## src/rtl/imem_boot_loader_pkg.sv

```systemverilog
// Shared types and image-format constants for the instruction memory boot loader.
package imem_boot_loader_pkg;

    typedef enum logic [2:0] {
        IDLE,
        LEN_LO,
        LEN_HI,
        DATA,
        CHECK,
        RUN,
        ERROR
    } loader_state_t;

    typedef enum logic [1:0] {
        ERR_NONE    = 2'd0,
        ERR_LEN     = 2'd1,
        ERR_CHK     = 2'd2,
        ERR_TIMEOUT = 2'd3
    } load_err_t;

    // The image header carries the word count, little-endian.
    localparam int HDR_BYTES = 2;
    localparam int LEN_W     = 8 * HDR_BYTES;

endpackage

```

## src/rtl/imem_boot_loader_word_pack.sv

```systemverilog
// Assembles four little-endian bytes into one 32-bit word; word_valid marks the fourth byte.
module loader_word_pack (
    input  logic        clk,
    input  logic        reset_n,
    input  logic        clear,
    input  logic        byte_valid,
    input  logic [7:0]  byte_data,
    output logic        word_valid,
    output logic [31:0] word
);

    logic [1:0]  byte_idx;
    logic [23:0] low_bytes;

    // Shift earlier bytes down so byte 0 ends up in the least significant position.
    always_ff @(posedge clk or negedge reset_n) begin
        if (!reset_n) begin
            byte_idx  <= 2'd0;
            low_bytes <= 24'd0;
        end else if (clear) begin
            byte_idx  <= 2'd0;
            low_bytes <= 24'd0;
        end else if (byte_valid) begin
            byte_idx  <= byte_idx + 2'd1;
            low_bytes <= {byte_data, low_bytes[23:8]};
        end
    end

    assign word_valid = byte_valid && (byte_idx == 2'd3);
    assign word       = {byte_data, low_bytes};

endmodule

```

## src/rtl/imem_boot_loader.sv

```systemverilog
// Boot sequencer: receives a length-prefixed, XOR-checksummed image over a byte stream,
// writes it into instruction memory and releases the core reset once it verifies.
module imem_boot_loader
    import imem_boot_loader_pkg::*;
#(
    parameter int unsigned IMEM_DEPTH     = 256,
    parameter int unsigned ADDR_W         = $clog2(IMEM_DEPTH),
    parameter int unsigned TIMEOUT_CYCLES = 1024
) (
    input  logic              clk,
    input  logic              reset_n,
    input  logic              start,
    input  logic              rx_valid,
    input  logic [7:0]        rx_data,
    output logic              rx_ready,
    output logic              imem_we,
    output logic [ADDR_W-1:0] imem_addr,
    output logic [31:0]       imem_wdata,
    output logic              core_reset_n,
    output logic              load_done,
    output logic [1:0]        load_err
);

    localparam int unsigned TO_W = $clog2(TIMEOUT_CYCLES + 1);

    loader_state_t    state, state_next;
    load_err_t        err_q, err_next;
    logic [7:0]       chk, chk_next;
    logic [7:0]       len_lo, len_lo_next;
    logic [LEN_W-1:0] len, len_next;
    logic [LEN_W-1:0] len_rx;
    logic [LEN_W-1:0] word_cnt, word_cnt_next;
    logic [TO_W-1:0]  idle_cnt, idle_cnt_next;

    logic        loading;
    logic        accept;
    logic        pack_clear;
    logic        pack_valid;
    logic        word_valid;
    logic [31:0] word;

    assign loading    = (state == LEN_LO) || (state == LEN_HI) || (state == DATA) || (state == CHECK);
    assign accept     = rx_valid && rx_ready;
    assign pack_valid = accept && (state == DATA);
    assign len_rx     = {rx_data, len_lo};

    loader_word_pack u_word_pack (
        .clk        (clk),
        .reset_n    (reset_n),
        .clear      (pack_clear),
        .byte_valid (pack_valid),
        .byte_data  (rx_data),
        .word_valid (word_valid),
        .word       (word)
    );

    // Next-state, checksum, word counter and idle-timeout logic.
    always_comb begin
        state_next    = state;
        err_next      = err_q;
        chk_next      = chk;
        len_lo_next   = len_lo;
        len_next      = len;
        word_cnt_next = word_cnt;
        idle_cnt_next = idle_cnt;
        pack_clear    = 1'b0;

        if (loading) begin
            if (accept) begin
                idle_cnt_next = '0;
            end else begin
                idle_cnt_next = idle_cnt + TO_W'(1);
            end
        end

        case (state)
            IDLE, RUN, ERROR: begin
                if (start) begin
                    state_next    = LEN_LO;
                    err_next      = ERR_NONE;
                    chk_next      = 8'd0;
                    len_next      = '0;
                    word_cnt_next = '0;
                    idle_cnt_next = '0;
                    pack_clear    = 1'b1;
                end
            end
            LEN_LO: begin
                if (accept) begin
                    len_lo_next = rx_data;
                    chk_next    = chk ^ rx_data;
                    state_next  = LEN_HI;
                end
            end
            LEN_HI: begin
                if (accept) begin
                    chk_next = chk ^ rx_data;
                    len_next = len_rx;
                    if ((len_rx == '0) || (32'(len_rx) > IMEM_DEPTH)) begin
                        state_next = ERROR;
                        err_next   = ERR_LEN;
                    end else begin
                        state_next = DATA;
                    end
                end
            end
            DATA: begin
                if (accept) begin
                    chk_next = chk ^ rx_data;
                    if (word_valid) begin
                        word_cnt_next = word_cnt + LEN_W'(1);
                        if (word_cnt == (len - LEN_W'(1))) begin
                            state_next = CHECK;
                        end
                    end
                end
            end
            CHECK: begin
                if (accept) begin
                    if (rx_data == chk) begin
                        state_next = RUN;
                    end else begin
                        state_next = ERROR;
                        err_next   = ERR_CHK;
                    end
                end
            end
            default: begin
                state_next = IDLE;
            end
        endcase

        if (loading && !accept && (idle_cnt == TO_W'(TIMEOUT_CYCLES - 1))) begin
            state_next = ERROR;
            err_next   = ERR_TIMEOUT;
        end
    end

    // State and datapath registers; outputs are registered from the next state.
    always_ff @(posedge clk or negedge reset_n) begin
        if (!reset_n) begin
            state        <= IDLE;
            err_q        <= ERR_NONE;
            chk          <= 8'd0;
            len_lo       <= 8'd0;
            len          <= '0;
            word_cnt     <= '0;
            idle_cnt     <= '0;
            rx_ready     <= 1'b0;
            core_reset_n <= 1'b0;
            load_done    <= 1'b0;
            imem_we      <= 1'b0;
            imem_addr    <= '0;
            imem_wdata   <= 32'd0;
        end else begin
            state        <= state_next;
            err_q        <= err_next;
            chk          <= chk_next;
            len_lo       <= len_lo_next;
            len          <= len_next;
            word_cnt     <= word_cnt_next;
            idle_cnt     <= idle_cnt_next;
            rx_ready     <= (state_next == LEN_LO) || (state_next == LEN_HI) ||
                            (state_next == DATA)   || (state_next == CHECK);
            core_reset_n <= (state_next == RUN);
            load_done    <= (state_next == RUN);
            imem_we      <= word_valid;
            if (word_valid) begin
                imem_addr  <= word_cnt[ADDR_W-1:0];
                imem_wdata <= word;
            end
        end
    end

    assign load_err = err_q;

endmodule

```

## config.mk

```make
export PLATFORM = sky130hd
export DESIGN_NAME = imem_boot_loader
export DESIGN_NICKNAME = d
export VERILOG_FILES = /design/src/rtl/imem_boot_loader_pkg.sv /design/src/rtl/imem_boot_loader_word_pack.sv /design/src/rtl/imem_boot_loader.sv
export SDC_FILE = /design/constraint.sdc
export NUM_CORES = 1
export LEC_CHECK = 0
export ABC_AREA = 0
export CORE_UTILIZATION = 30
export CTS_BUF_LIST = sky130_fd_sc_hd__clkbuf_8
export DETAILED_ROUTE_END_ITERATION = 7
export HOLD_SLACK_MARGIN = 0.02
export PLACE_DENSITY = 0.5
export SLEW_MARGIN = 20
export SYNTH_ARGS = -nofsm -noshare
export SYNTH_HDL_FRONTEND = slang
export SYNTH_SLANG_ARGS = --single-unit
```

## constraint.sdc

```tcl
create_clock -name clk -period 2.7 [get_ports clk]
set_clock_uncertainty 0.2 [all_clocks]
set_input_delay 0.54 -clock clk [delete_from_list [all_inputs] [get_ports clk]]
set_output_delay 0.54 -clock clk [all_outputs]
set_load 0.05 [all_outputs]
```

==> metrics.txt, run 1 <==
DRT iter0 DRCs 272; Total Routed Length 16.34 mm; switching share of power 41.48%; power density over the cells 957.2 nW/um2; synthesized instance count 671; RSZ-0062 raised after global routing no; CTS buffer count 17; ANT nets after route 0; Max-slew headroom 39.29%; Worst VDD drop 0.4776 mV; # rows 53; Int Pwr 0.004576 W; XOR/XNOR share of the synthesized area 4.762%; Fin. Hold Viols 0; yosys warns 0; clock latency on the worst-skew pair 0.44 ns; logic gate share of total power 42.2%; antenna violations before repair 0; WL/cell 15.70 um; Worst path top cell family by delay simple AND/OR/NAND/NOR gates; MaxCap Viol Count 0; kind of critical path reg2reg; Clock Power Share 22.5%; crit end category register; register area share after synthesis 50.26%; all-layer global routing usage 15.54%; global-route wire length before repair 27.34 mm; DR vias 5262; status finished, final reports clean; CTS Root Cell clkbuf_8; Final HPWL DP 11.88 mm; Sink Count 133; crit path DAT 2.68 ns; WHS Path Cells 1; Worst Path Required 2.81 ns; register bit total from synthesis 133; grt peak-use layer met2; Crit path buffers/inverters 1; period utilization 95.26%; DRC Markers 0; post-synthesis mux area share 8.503%; placed cell areas 7735 um2; R2R Setup Slk 0.13 ns; Cell variety after synth 65; syn avg cell area 9.868 um2; reg2reg end state[1]; worst hold start imem_wdata[4]; vias per cell 5.055; mapped cell area 6621 um2; clk buf depth 2; Top FF cell, synth dfrtp_1; Slew Viols, Final 0; Setup crit start kind register; simple-gate area share of the yosys netlist 17.93%; Initial Utilization 31.01%; met2 Use GR 25.35%; post-CTS setup buffer count 0; H-tree depth 4; Synth Area in Adders 0.9070%; HP Class reg2reg; io pins 58; vias in the first global route 5329; setup violators final 0; CP max FO 8; largest net degree at the start of global routing 57; first-pass iteration count of the detailed router 4; Pleak 3.550 nW; met3 Use GR 4.212%; Worst Hold Endpoint imem_wdata[4]; Final Wtd Congestion 0.8559; compound-gate portion of the synthesized area 13.38%; combinational family with the most area after synthesis simple AND/OR/NAND/NOR gates; final design area excluding fillers 8170 um2; P&R area growth vs syn 23.39%; Peak Freq 388.8 MHz; part of the power in registers 35.3%; Die ar. 22670 um2; ys async rst share 100.0%; die span in x 150.6 um; M1 GR Usage 20.21%; diode count 0; area of the core 21350 um2; worst reg2reg startpoint len[0]; total congestion overflow 0; die height 150.6 um; Total Power 0.007821 W; nets@finish 769; Worst Tran Pin Value 0.9041 ns; CTS clk-pin slew, worst paths 0.09 ns; P_sw 0.003244 W; worst-path cell chain buf_4 > or4_4 > o41a_1 > o21a_1 > a211oi_2 > and4_4 > o21ai_1; R2R cell count 7; layout cells sized above 1 19.58%; Critical Path Max Stage Delay 0.59 ns; IO Port Bufs 57; EDFF count, synth 0; CTS tree done; Final Critical Period 2.572 ns; setup_tns 0 ns; syn_nets 687; CP max stage cell or4_4
==> layer usage <==
metal	vias to the layer above	wire length, um
met2	103	7790
met5	-	0
met1	2612	7665
li1	2531	-
met3	16	663
met4	0	224
==> cell usage in the layout (no fill, tap or decap), types with 4 or more instances in the layout <==
cell	netlist	routed
dfrtp_1	133	133
nand2_1	120	120
clkdlybuf4s50_1	0	56
o21ai_0	50	50
mux2_2	50	50
buf_4	2	46
a21oi_1	45	45
nor2_1	34	33
xor2_1	21	21
clkbuf_8	1	17
xnor2_1	15	15
nand3_1	15	15
inv_1	12	12
nor4_1	12	12
nor3_1	10	10
or3_1	8	8
nand2b_1	6	6
a211oi_1	5	5
or4_1	5	5
inv_6	0	5
and3_1	4	4
nand4_1	4	4
nand3b_1	4	4
a31oi_1	4	4
a21o_1	4	4
o2111ai_1	4	4
ha_1	4	4
inv_8	0	4
buf_12	0	4
==> Yosys cell counts (all sizes together), types with 5 or more instances <==
| library cell | number | area [um2] |
|---|---|---|
| dfrtp | 133 | 3328 |
| nand2 | 120 | 450.4 |
| o21ai | 53 | 265.3 |
| mux2 | 50 | 563.0 |
| a21oi | 45 | 225.2 |
| nor2 | 34 | 127.6 |
| clkbuf | 27 | 111.4 |
| xor2 | 21 | 183.9 |
| buf | 18 | 125.1 |
| nand3 | 15 | 75.07 |
| xnor2 | 15 | 131.4 |
| nor4 | 13 | 96.34 |
| inv | 12 | 45.04 |
| nor3 | 12 | 70.07 |
| or3 | 10 | 65.06 |
| or4 | 7 | 60.06 |
| a211oi | 6 | 50.05 |
| nand2b | 6 | 37.54 |
| and3 | 5 | 32.53 |
==> through the flow <==
stage	setup slack, ns	util (%)	std cells	hold slack [ns]
finish	0.1279	38.26	1041	0.3116
global route	0.01612	38.26	1041	0.3302
CTS	0.01428	38.22	1041	0.3133
detailed placement	-0.2155	36.22	1008	0.2319
global placement	-0.1911	36.22	1008	0.2302
floorplan	0.1957	-	671	0.04441
==> repair_timing <==
| item | CTS | global route |
|---|---|---|
| endpoints found under the setup margin | 0 | 4 |
| endpoints found under the hold margin | 26 | 0 |
| hold buffers | 1 | 0 |
| resized for setup | 0 | 4 |
==> power groups by stage <==
stage | Combinational, W | Sequential [W] | Clock (W)
2_1_floorplan | 0.00237 | 0.00275 | 0
3_3_place_gp | 0.00319 | 0.00279 | 0
3_5_place_dp | 0.00326 | 0.00280 | 0
4_1_cts | 0.00327 | 0.00276 | 0.00182
5_1_grt | 0.00363 | 0.00283 | 0.00192
6_report | 0.00330 | 0.00276 | 0.00176
==> area by class of cell <==
cell class                 count  area [um2]
sequential                   133        3328
fill                        2153       13180
inverter                      12       45.04
clock buffer                  17       234.0
timing repair buffer         108        1007
multi-input combinational    481        3030
clock inverter                15       181.4
tap                          275       344.1
==> worst reg2reg max path: stages (launching register included) <==
cell      delay (ns)
dfrtp_1         0.38
buf_4           0.16
or4_4           0.59
o41a_1          0.42
o21a_1          0.12
a211oi_2        0.24
and4_4          0.28
o21ai_1         0.06
==> worst max-delay path by stage <==
stage,from,to,slack (ns),cells past startpoint
2_1_floorplan,len[0],state[0],0.20,9
3_3_place_gp,rx_data[6],rx_ready,-0.19,8
3_5_place_dp,rx_data[6],rx_ready,-0.22,8
4_1_cts,len[1],state[1],0.01,8
5_1_grt,len[0],load_done,0.02,7
6_report,len[0],state[1],0.13,7
==> registers in the layout, summed over array words and instances, names as in the netlist <==
signal                 count
load_done                  1
chk                        8
rx_ready                   1
state                      3
imem_we                    1
imem_wdata                32
u_word_pack.byte_idx       2
imem_addr                  8
word_cnt                  16
u_word_pack.low_bytes     24
len_lo                     8
load_err                   2
idle_cnt                  11
len                       16
==> cell families after synthesis <==
| group | count (synthesis) |
|---|---|
| and+or+nand+nor | 245 |
| AOI/OAI and AO/OA | 145 |
| DFF | 133 |
| buffers and inverters | 57 |
| muxes | 50 |
| xor gates and xnor gates | 36 |
| adders and majority gates | 5 |
Note: power is estimated with default switching activity, not from simulation.
==> run 2: changes to the inputs <==
- ABC_CLOCK_PERIOD_IN_PS: unset -> 2700
- CTS_CLUSTER_DIAMETER: unset -> 60
==> results of run 2 <==
Final layout, timing and power as in run 1 (identical DEF).
